<file path="src/rtl/mul_div_unit.sv">
// mul_div_unit: iterative shift-add multiplier / restoring divider with HI/LO result registers
module mul_div_unit #(
    parameter int WIDTH = 32
) (
    input  logic             CLOCK,
    input  logic             RESET,
    input  logic             START,
    input  logic [2:0]       OP,
    input  logic [WIDTH-1:0] A,
    input  logic [WIDTH-1:0] B,
    input  logic             FLUSH,
    output logic             BUSY,
    output logic             DONE,
    output logic [WIDTH-1:0] HI,
    output logic [WIDTH-1:0] LO,
    output logic             DIVZERO
);
    localparam int CW = $clog2(WIDTH) + 1;
    typedef enum logic [1:0] {IDLE, CALC, FIX, FIN} state_t;
    state_t state, state_n;
    logic [CW-1:0] cnt;
    logic [2*WIDTH-1:0] acc, prod;
    logic [WIDTH-1:0] opa, opb, abs_a, abs_b, q_fix, r_fix, a_back;
    logic [WIDTH:0] msum, rsh, rdiff;
    logic is_div, neg_q, neg_r, accept, sa, sb, dz;
    assign accept = START && !FLUSH && (state == IDLE || state == FIN);
    assign sa = !OP[0] && A[WIDTH-1];
    assign sb = !OP[0] && B[WIDTH-1];
    assign abs_a = sa ? -A : A;
    assign abs_b = sb ? -B : B;
    assign BUSY = state == CALC || state == FIX;
    assign DONE = state == FIN;
    // Multiply keeps the multiplier in the low half; divide keeps the partial remainder in the high half
    assign msum = {1'b0, acc[2*WIDTH-1:WIDTH]} + (acc[0] ? {1'b0, opa} : '0);
    assign rsh = {acc[2*WIDTH-1:WIDTH], acc[WIDTH-1]};
    assign rdiff = rsh - {1'b0, opb};
    assign prod = neg_q ? -acc : acc;
    assign q_fix = neg_q ? -acc[WIDTH-1:0] : acc[WIDTH-1:0];
    assign r_fix = neg_r ? -acc[2*WIDTH-1:WIDTH] : acc[2*WIDTH-1:WIDTH];
    // Re-signing the latched magnitude recovers the original dividend for the divide-by-zero HI value
    assign a_back = neg_r ? -opa : opa;
    assign dz = opb == '0;
    always_comb begin
        state_n = state;
        if (FLUSH && BUSY)
            state_n = IDLE;
        else if (accept)
            state_n = OP[2] ? IDLE : CALC;
        else if (state == CALC)
            state_n = (cnt == CW'(1)) ? FIX : CALC;
        else if (state == FIX)
            state_n = FIN;
        else if (state == FIN)
            state_n = IDLE;
    end
    always_ff @(posedge CLOCK) begin
        if (RESET) begin
            state <= IDLE;
            cnt <= '0;
            acc <= '0;
            opa <= '0;
            opb <= '0;
            is_div <= 1'b0;
            neg_q <= 1'b0;
            neg_r <= 1'b0;
            HI <= '0;
            LO <= '0;
            DIVZERO <= 1'b0;
        end else begin
            state <= state_n;
            if (accept) begin
                DIVZERO <= 1'b0;
                if (OP == 3'b100)
                    HI <= A;
                if (OP == 3'b101)
                    LO <= A;
                if (!OP[2]) begin
                    opa <= abs_a;
                    opb <= abs_b;
                    is_div <= OP[1];
                    neg_q <= sa ^ sb;
                    neg_r <= sa;
                    cnt <= CW'(WIDTH);
                    acc <= {{WIDTH{1'b0}}, OP[1] ? abs_a : abs_b};
                end
            end else if (state == CALC && !FLUSH) begin
                cnt <= cnt - CW'(1);
                acc <= is_div ? {rdiff[WIDTH] ? rsh[WIDTH-1:0] : rdiff[WIDTH-1:0], acc[WIDTH-2:0], !rdiff[WIDTH]}
                              : {msum, acc[WIDTH-1:1]};
            end else if (state == FIX && !FLUSH) begin
                HI <= is_div ? (dz ? a_back : r_fix) : prod[2*WIDTH-1:WIDTH];
                LO <= is_div ? (dz ? '1 : q_fix) : prod[WIDTH-1:0];
                DIVZERO <= is_div && dz;
            end
        end
    end
endmodule

</file>
<file path="config.mk">
export PLATFORM = sky130hd
export DESIGN_NAME = mul_div_unit
export DESIGN_NICKNAME = d
export VERILOG_FILES = /design/src/rtl/mul_div_unit.sv
export SDC_FILE = /design/constraint.sdc
export NUM_CORES = 1
export LEC_CHECK = 0
export BUFFER_PORTS_ARGS = -buffer_cell sky130_fd_sc_hd__clkbuf_2
export CORE_MARGIN = 1.5
export CORE_UTILIZATION = 30
export CTS_CLUSTER_DIAMETER = 30
export DETAILED_ROUTE_END_ITERATION = 12
export SYNTH_ARGS = -nofsm -noshare
export SYNTH_HDL_FRONTEND = slang
export SYNTH_SLANG_ARGS = --single-unit
</file>
<file path="constraint.sdc">
create_clock -name CLOCK -period 5.2 [get_ports CLOCK]
set_clock_uncertainty 0.2 [all_clocks]
set_input_delay 0.52 -clock CLOCK [delete_from_list [all_inputs] [get_ports CLOCK]]
set_output_delay 0.52 -clock CLOCK [all_outputs]
set_load 0.02 [all_outputs]
</file>
==> impl_metrics.toml, run 1 <==
[outcome]
outcome = "completed"

[sta]
setup_violations = 0
finalHoldWorstSlack_ns = 0.0572
slew_headroom = 0.272
fin_crit_ns = 4.27
min_period_over_period = 0.822
slew_violations = 0
grt_setup_unrepaired = "false"
tightest_slew_ns = 1.09
fmax_mhz = 234
hold_viol_final = 0
finalSetupTns_ns = 0

[die]
coreArea_sq_mm = 0.0566
ios = 138
dieArea_sq_mm = 0.0590
rows = 87
initial_core_util = 0.305
die_h_microns = 243
dieWidth_microns = 243

[detailed_routing]
drc = 0
drtAntennaViolNets = 0
viasPerCell = 5.73
route.vias.total = 18301
first_iter_violations = 1835
dr.pass1.iters = 6
wl_microns = 70300
wl_per_cell_microns = 22.0

[cts]
cts_buffers = 54
htreeDepth = 2
ctsResizeCount = 0
cts_hold_buf = 0
cts.sinks = 204
cts_buffer_depth = 3
post-cts-setup-buffer-count = 0
cts_root_buf = "clkbuf_16"
clkSlewWorstSetupHoldPaths_ns = 0.05
clock_latency_ns = 0.59
cts_tree = "done"

[final_layout]
drive_gt1_frac = 0.128
insertedDiodeCount = 0
layout.cells.non_filler = 3193
layout.nets = 2540
syn_to_final_growth_pct = 18.7

[synthesis]
yosysSeqAreaShare = 0.236
syn_area_sq_mm = 0.0173
synthCells = 2350
ys_ff_latch = 204
ys_warn_count = 0
synth_edf_count = 0
syn_nets = 2497
synth_cell_type_count = 85
synthArstFlopShare = 0
synth-main-ff-cell = "dfxtp_1"
syn_avg_cell_area_sq_um = 7.35

[placement]
port-buffer-count = 137
dp.cells = 3093
hpwl_microns = 54400
gp_congestion = 0.940

[global_routing]
grt_overflow = 0
grt_antenna_before_repair = 1
grt_max_degree = 95
grt_usage = 0.232
grt_pass1_wl_microns = 106000
grt_pass1_vias = 17507

[setup_path]
required_ns = 5.48
cp_max_fo = 8
r2r_start = "acc[0]"
crit_end = "acc[63]"
startpoint_type = "flip-flop"
reg2reg_depth = 15
crit_arrival_ns = 4.56
r2r-end = "acc[63]"
r2r_setup_slack_ns = 0.93
endpoint_kind = "flip-flop"
startpoint = "acc[0]"
crit_type = "flip-flop to flip-flop"

[power]
leakagePower_nw = 8.04
peakVddDrop_mv = 0.369
p_per_area_mw_per_mm2 = 387

[flow_run]
max_cap_violations = 0

[hold_path]
hold_class = "primary input to flip-flop"
## worst min path at each step
stage | end | from | depth (start not counted)
floorplan | cnt[4] | cnt[4] | 1
global placement | HI[12] | HI[12] | 2
global route | opb[0] | B[0] | 3
detailed placement | HI[23] | HI[23] | 2
finish | opb[0] | B[0] | 3
CTS | opb[0] | B[0] | 3
## cells in the mapped netlist, types with 13 or more instances
| cell | count | area (sq um) |
|---|---|---|
| nor3_1 | 56 | 280 |
| nand4_1 | 16 | 100 |
| inv_1 | 68 | 255 |
| nand2b_1 | 16 | 100 |
| or3_1 | 25 | 156 |
| nand3_1 | 39 | 195 |
| mux2i_1 | 69 | 691 |
| or4_1 | 13 | 97.6 |
| a31oi_1 | 26 | 163 |
| nor4_1 | 26 | 163 |
| clkbuf_1 | 151 | 567 |
| xnor2_1 | 136 | 1190 |
| nor2_1 | 238 | 893 |
| dfxtp_1 | 204 | 4080 |
| o211ai_1 | 28 | 210 |
| a21oi_1 | 201 | 1010 |
| and2_1 | 44 | 275 |
| a22oi_1 | 15 | 113 |
| xor2_1 | 70 | 613 |
| o21ai_0 | 68 | 340 |
| o221ai_1 | 33 | 289 |
| buf_1 | 19 | 71.3 |
| o21ai_1 | 90 | 450 |
| a211oi_1 | 80 | 601 |
| o31ai_1 | 30 | 225 |
| ha_1 | 74 | 926 |
| nand2_1 | 256 | 961 |
| a21o_1 | 43 | 323 |
## final cells by class
cell class,count,area (sq um)
multi-input combinational,1894,12200
clock buffer,63,1460
tap,756,946
timing repair buffer,171,972
inverter,68,255
sequential,204,4090
fill,6038,36100
clock inverter,37,547
## kinds of logic after synthesis
logic type	count (synthesis)	share of synthesized area
DFF	204	0.236
adders and majority gates	76	0.0559
and+or+nand+nor	792	0.214
buffers and inverters	252	0.0567
AOI/OAI and AO/OA	735	0.277
xor gates and xnor gates	206	0.104
muxes	85	0.0550
## metrics by stage
stage | total power [W] | area (sq um) | worst slack [ns] | util
6_report | 0.00794 | 20500 | 0.925 | 0.362
3_5_place_dp | 0.00425 | 18500 | 1.02 | 0.327
2_1_floorplan | 0.00347 | 17300 | 1.29 | -
5_1_grt | 0.00827 | 20500 | 0.517 | 0.362
3_3_place_gp | 0.00423 | 18500 | 1.12 | 0.327
4_1_cts | 0.00792 | 20500 | 1.01 | 0.362
## power by group
group / switching [W] / internal, W / total (W)
clock: 0.00107 / 0.00258 / 0.00365
sequential: 0.000187 / 0.00170 / 0.00189
combinational: 0.00160 / 0.000796 / 0.00240
## layer usage
layer	up-vias	GRT usage	share of wire	wire, microns
met2	783	0.371	0.45	31700
met5	-	0	0	0
met1	8695	0.289	0.41	28900
met3	197	0.0466	0.078	5480
met4	0	0.133	0.061	4290
li1	8626	-	-	-
## registers in the layout (all words and copies together) (netlist names)
| register | flops |
|---|---|
| state | 2 |
| acc | 64 |
| neg_r | 1 |
| LO | 32 |
| HI | 32 |
| neg_q | 1 |
| opa | 32 |
| is_div | 1 |
| cnt | 6 |
| opb | 32 |
| DIVZERO | 1 |
## cell usage in the layout, fill, tap and decap left out, types with 24 or more instances in the layout
| cell type | Yosys | routed |
|---|---|---|
| o31ai_1 | 30 | 30 |
| o211ai_1 | 28 | 28 |
| nor4_1 | 26 | 26 |
| nor3_1 | 56 | 55 |
| dfxtp_1 | 204 | 201 |
| buf_4 | 4 | 32 |
| clkbuf_2 | 1 | 136 |
| o21ai_1 | 90 | 90 |
| mux2i_1 | 69 | 69 |
| ha_1 | 74 | 74 |
| xnor2_1 | 136 | 136 |
| a21oi_1 | 201 | 201 |
| inv_1 | 68 | 68 |
| xor2_1 | 70 | 70 |
| and2_1 | 44 | 44 |
| nand3_1 | 39 | 39 |
| o221ai_1 | 33 | 33 |
| a21o_1 | 43 | 43 |
| clkbuf_16 | 0 | 54 |
| a211oi_1 | 80 | 80 |
| nor2_1 | 238 | 235 |
| nand2_1 | 256 | 256 |
| or3_1 | 25 | 24 |
| o21ai_0 | 68 | 68 |
| a31oi_1 | 26 | 26 |
## worst max-delay path, stage by stage, from the launching register on
cell and delay (ns):
dfxtp_1 0.47, inv_1 0.10, nor2_1 0.10, ha_1 0.19
inv_1 0.06, fa_1 0.38, nor2b_1 0.24, o31ai_1 0.13
a21boi_1 0.34, a211oi_1 0.18, o31ai_1 0.47, a21oi_1 0.27
o31ai_1 0.40, a311oi_1 0.13, or3_1 0.32, a311oi_1 0.19
Note: power is estimated with default switching activity, not from simulation.
==> inputs of run 2 (changes only) <==
==> constraint.sdc (replaced) <==
create_clock -name CLOCK -period 4.1 [get_ports CLOCK]
set_clock_uncertainty 0.2 [all_clocks]
set_input_delay 0.41 -clock CLOCK [delete_from_list [all_inputs] [get_ports CLOCK]]
set_output_delay 0.41 -clock CLOCK [all_outputs]
set_load 0.02 [all_outputs]
==> run 2 against run 1 <==
Clock power increased by 28%. Setup slack got worse by 0.67 ns. Sequential power increased by 26%. Routed wire length increased by 3.1%. Via count increased by 1.9%. Combinational power increased by 33%. Cell count increased by 1.6%. Core utilization increased by 0.83 points. Sequential share of layout area decreased by 0.45 points. Worst hold slack got worse by 0.0015 ns. First-iteration DRC count decreased by 7.2%. Non-clock buffer count increased by 49. Critical path type unchanged. Largest cell class unchanged.
==> impl_metrics.toml, run 2 (synthesis results as in run 1) <==
[sta]
fmax_mhz = 260
finalSetupTns_ns = 0
min_period_over_period = 0.939
slew_violations = 0
tightest_slew_ns = 1.03
setup_violations = 0
fin_crit_ns = 3.85
hold_viol_final = 0
finalHoldWorstSlack_ns = 0.0558
slew_headroom = 0.310
grt_setup_unrepaired = "false"

[cts]
cts_buffer_depth = 3
cts_buffers = 55
htreeDepth = 2
cts_tree = "done"
clock_latency_ns = 0.60
cts.sinks = 204
post-cts-setup-buffer-count = 0
cts_root_buf = "clkbuf_16"
clkSlewWorstSetupHoldPaths_ns = 0.05

[placement]
hpwl_microns = 55800
postPlaceCellArea_sq_mm = 0.0189
gp_congestion = 0.967
dp.cells = 3139
port-buffer-count = 137

[final_layout]
drive_gt1_frac = 0.145
layout_commonest_cell = "nand2_1"
regMostFlops = "acc"
layout.cells.non_filler = 3245
mostFrequentLayoutCells = "256 x nand2_1, 235 x nor2_1, 201 x dfxtp_1, 201 x a21oi_1"
insertedDiodeCount = 0
layout.nets = 2590
syn_to_final_growth_pct = 21.5
final_area_sq_mm = 0.0210
largest_reg_flops = 64

[power]
p_switching_w = 0.00376
p_int_w = 0.00650
comb_power_share = 0.310
power_frac_clock = 0.457
switching_share = 0.366
power_frac_seq = 0.233
p_per_area_mw_per_mm2 = 489
leakagePower_nw = 8.35
peakVddDrop_mv = 0.370

[setup_path]
startpoint_type = "flip-flop"
crit_arrival_ns = 4.13
cp_max_fo = 4
required_ns = 4.39
endpoint_kind = "flip-flop"
crit_type = "flip-flop to flip-flop"

[detailed_routing]
wl_microns = 72500
dr.pass1.iters = 5
viasPerCell = 5.75
drc = 0
first_iter_violations = 1703
wl_per_cell_microns = 22.3
drtAntennaViolNets = 0
route.vias.total = 18656

[global_routing]
grt_usage = 0.236
grt_pass1_vias = 17703
grt_overflow = 0
grt_pass1_wl_microns = 108000
grt_max_degree = 123
grt_antenna_before_repair = 1

[die]
coreArea_sq_mm = 0.0566
die_h_microns = 243
initial_core_util = 0.305
ios = 138
dieArea_sq_mm = 0.0590
dieWidth_microns = 243
rows = 87

[flow_run]
max_cap_violations = 0

[hold_path]
hold_class = "primary input to flip-flop"

[outcome]
outcome = "completed"
==> run 2: cell count changes in the layout (fill, tap and decap cells not counted), sizes merged <==
cell,previous run,this run
clkbuf,199,202
dlygate4sd3,0,3
clkinv,12,18
clkinvlp,11,5
inv,70,72
bufinv,12,10
buf,35,81
==> run 2: per-layer routing <==
metal,global-route usage,part of all wire,wire length (microns)
met5,0,0,0
met3,0.0338,0.072,5250
met2,0.384,0.46,33300
met1,0.302,0.42,30200
met4,0.121,0.051,3710
==> run 2: final timing paths <==
kind | start | endpoint | slack, ns | depth (start not counted)
hold / removal | A[2] | HI[2] | 0.06 | 3
setup / recovery | opb[1] | acc[63] | 0.25 | 12
setup reg to reg | opb[1] | acc[63] | 0.25 | 12
hold reg to reg | HI[23] | HI[23] | 0.25 | 2
==> run 2: power groups by stage <==
stage	Combinational [W]	Clock, W	Sequential (W)
floorplan	0.00205	0	0.00236
global placement	0.00308	0	0.00241
detailed placement	0.00310	0	0.00241
CTS	0.00312	0.00473	0.00238
global route	0.00342	0.00485	0.00240
finish	0.00318	0.00469	0.00239
==> run 2: what timing repair did <==
action / in CTS / in global routing
setup endpoints to repair: 0 / 3
endpoints found under the hold margin: 4 / 0
resized for setup: 0 / 2
hold buffers: 3 / 0
==> run 2: worst max-delay path, cell delays in order, from the launching register on <==
cell       delay (ns)
dfxtp_1          0.41
inv_1            0.06
ha_1             0.26
nor2b_1          0.14
o31a_1           0.28
o311ai_1         0.41
nand2_1          0.23
o2111ai_1        0.38
a211oi_1         0.17
o41ai_1          0.52
o21ai_0          0.23
xnor2_1          0.19
a311oi_1         0.26
==> run 2: metrics by stage <==
step	power [W]	setup WS (ns)	util
2_1_floorplan	0.00440	0.194	-
3_3_place_gp	0.00548	0.277	0.334
3_5_place_dp	0.00551	0.243	0.334
4_1_cts	0.0102	0.211	0.371
5_1_grt	0.0107	0.0536	0.371
6_report	0.0103	0.250	0.371
==> run 2: layout make-up <==
cell class,instances,area [sq um]
Clock buffer,66,1510
Clock inverter,37,529
Fill cell,5972,35600
Inverter,68,255
Multi-Input combinational cell,1894,12300
Sequential cell,204,4090
Tap cell,756,946
Timing Repair Buffer,220,1400
==> inputs of run 3 (changes only) <==
--- a/config.mk
+++ b/config.mk
@@ -6,10 +6,11 @@
 export NUM_CORES = 1
 export LEC_CHECK = 0
 export BUFFER_PORTS_ARGS = -buffer_cell sky130_fd_sc_hd__clkbuf_2
-export CORE_MARGIN = 1.5
+export CORE_ASPECT_RATIO = 0.9
 export CORE_UTILIZATION = 30
 export CTS_CLUSTER_DIAMETER = 30
 export DETAILED_ROUTE_END_ITERATION = 12
+export MAX_ROUTING_LAYER = met4
 export SYNTH_ARGS = -nofsm -noshare
 export SYNTH_HDL_FRONTEND = slang
 export SYNTH_SLANG_ARGS = --single-unit
==> run 3 against run 2 <==
Sequential power about the same. Die area down 0.82%. Worst hold slack worse by 0.038 ns. First-iteration DRC count up 30%. Global-route usage up 0.92 points. Critical path type unchanged.
==> impl_metrics.toml, run 3 (synthesis results as in run 1) <==
[outcome]
outcome = "completed"

[cts]
clock_latency_ns = 0.58
cts_buffer_depth = 3
htreeDepth = 2
cts_root_buf = "clkbuf_16"
cts_tree = "done"
cts.sinks = 204
cts_buffers = 43
clkSlewWorstSetupHoldPaths_ns = 0.05

[sta]
grt_setup_unrepaired = "true"
finalSetupTns_ns = 0
min_period_over_period = 0.950
setup_violations = 0
fin_crit_ns = 3.89
tightest_slew_ns = 1.11
slew_violations = 0
fmax_mhz = 257
hold_viol_final = 0
slew_headroom = 0.257

[placement]
postPlaceCellArea_sq_mm = 0.0189
port-buffer-count = 137
gp_congestion = 1.01
hpwl_microns = 54700

[hold_path]
hold_class = "primary input to flip-flop"
min_to = "state[0]"
whs_path_depth = 3
min_from = "FLUSH"

[final_layout]
syn_to_final_growth_pct = 19.1
final_area_sq_mm = 0.0206
mostFrequentLayoutCells = "256 x nand2_1, 235 x nor2_1, 201 x dfxtp_1"
regMostFlops = "acc"
drive_gt1_frac = 0.140
utilization = 0.361
fillCellCount = 6009
largest_reg_flops = 64
layout_commonest_cell = "nand2_1"
layout.nets = 2582

[setup_path]
cp_num_buf_inv = 4
crit_type = "flip-flop to flip-flop"
endpoint_kind = "flip-flop"
startpoint_type = "flip-flop"
path_cells = "inv_1 -> ha_1 -> fa_1 -> nand2b_1 -> a21oi_1 -> o21a_1 -> o21ai_2 -> o21ai_4 -> a2111oi_0 -> buf_4 -> a211oi_4 -> buf_12 -> buf_4 -> mux2i_1 -> a21oi_1 -> a21o_1"
r2r-end = "acc[34]"
cp_max_fo = 28
cp_slowest_cell = "fa_1"
required_ns = 4.35
crit_family = "compound AO/OA/AOI/OAI gates"
crit_arrival_ns = 4.15
r2r_setup_slack_ns = 0.21
max_stage_delay_ns = 0.41
r2r_start = "acc[31]"
reg2reg_depth = 16

[detailed_routing]
viasPerCell = 5.79
wl_per_cell_microns = 22.0
drtAntennaViolNets = 0
wl_microns = 71200
first_iter_violations = 2212
drc = 0
dr.pass1.iters = 8
route.vias.total = 18726

[die]
die_h_microns = 230
rows = 83
dieArea_sq_mm = 0.0585
ios = 138
initial_core_util = 0.303
coreArea_sq_mm = 0.0570
dieWidth_microns = 255

[power]
peakVddDrop_mv = 0.341
leakagePower_nw = 8.15
p_per_area_mw_per_mm2 = 459

[global_routing]
grt_pass1_wl_microns = 107000
grt_overflow = 0
grt_usage = 0.245
grt_max_degree = 123
grt_pass1_vias = 17276
grt_antenna_before_repair = 1

[flow_run]
max_cap_violations = 0
-- run 3: changes by cell type in the layout (fill, tap and decap cells not counted), sizes merged --
cell	previous run	this run
bufinv	10	8
inv	72	73
dlygate4sd3	3	2
clkinv	18	9
buf	81	86
diode	0	1
clkbuf	202	189
-- run 3: what timing repair did --
action	CTS	global route
gates resized for setup	0	7
setup endpoints to repair	0	22
hold buffers	2	0
setup buffers	0	0
endpoints found under the hold margin	2	0
-- run 3: how the worst max path moves through the flow --
stage / from / end / slack (ns) / cells after the start
5_1_grt: opa[0] / acc[63] / -0.02 / 15
3_3_place_gp: acc[31] / acc[35] / 0.12 / 16
4_1_cts: acc[31] / acc[34] / 0.04 / 16
3_5_place_dp: acc[31] / acc[34] / 0.08 / 16
2_1_floorplan: acc[0] / acc[63] / 0.19 / 17
6_report: acc[31] / acc[34] / 0.21 / 16
-- run 3: worst min-delay path, delay by kind of cell --
| kind | cells | cell delay, ns |
|---|---|---|
| compound gates | 1 | 0.14 |
| buf+inv | 1 | 0.15 |
| simple gates | 1 | 0.04 |
-- run 3: layout make-up --
class	count	area, sq um	area share
Multi-Input combinational cell	1894	12300	0.597
Sequential cell	204	4090	0.199
Timing Repair Buffer	224	1380	0.0669
Clock buffer	53	1170	0.0571
Tap cell	765	957	0.0465
Clock inverter	27	433	0.0211
Inverter	68	255	0.0124
Antenna cell	1	2.50	0.000122
-- run 3: report_power, final --
group          switching (W)  total, W  internal [W]
clock                0.00128   0.00386       0.00257
sequential          0.000231   0.00238       0.00215
combinational        0.00212   0.00320       0.00108
-- run 3: per-stage QoR --
step           hold WS (ns)  cells  total power [W]  setup WS (ns)
5_1_grt              0.0417   3235          0.00982        -0.0238
2_1_floorplan         0.239   2350          0.00440          0.194
3_5_place_dp          0.246   3153          0.00552         0.0847
3_3_place_gp          0.242   3153          0.00548          0.119
4_1_cts             0.00382   3235          0.00937         0.0355
6_report             0.0178   3236          0.00944          0.206
-- run 3: layer usage --
layer | up-vias | GRT usage | wire length [microns]
met5 | - | - | 0
met4 | 0 | 0.0655 | 1940
met3 | 120 | 0.0534 | 7560
met2 | 887 | 0.341 | 29500
met1 | 9024 | 0.351 | 32200
li1 | 8695 | - | -
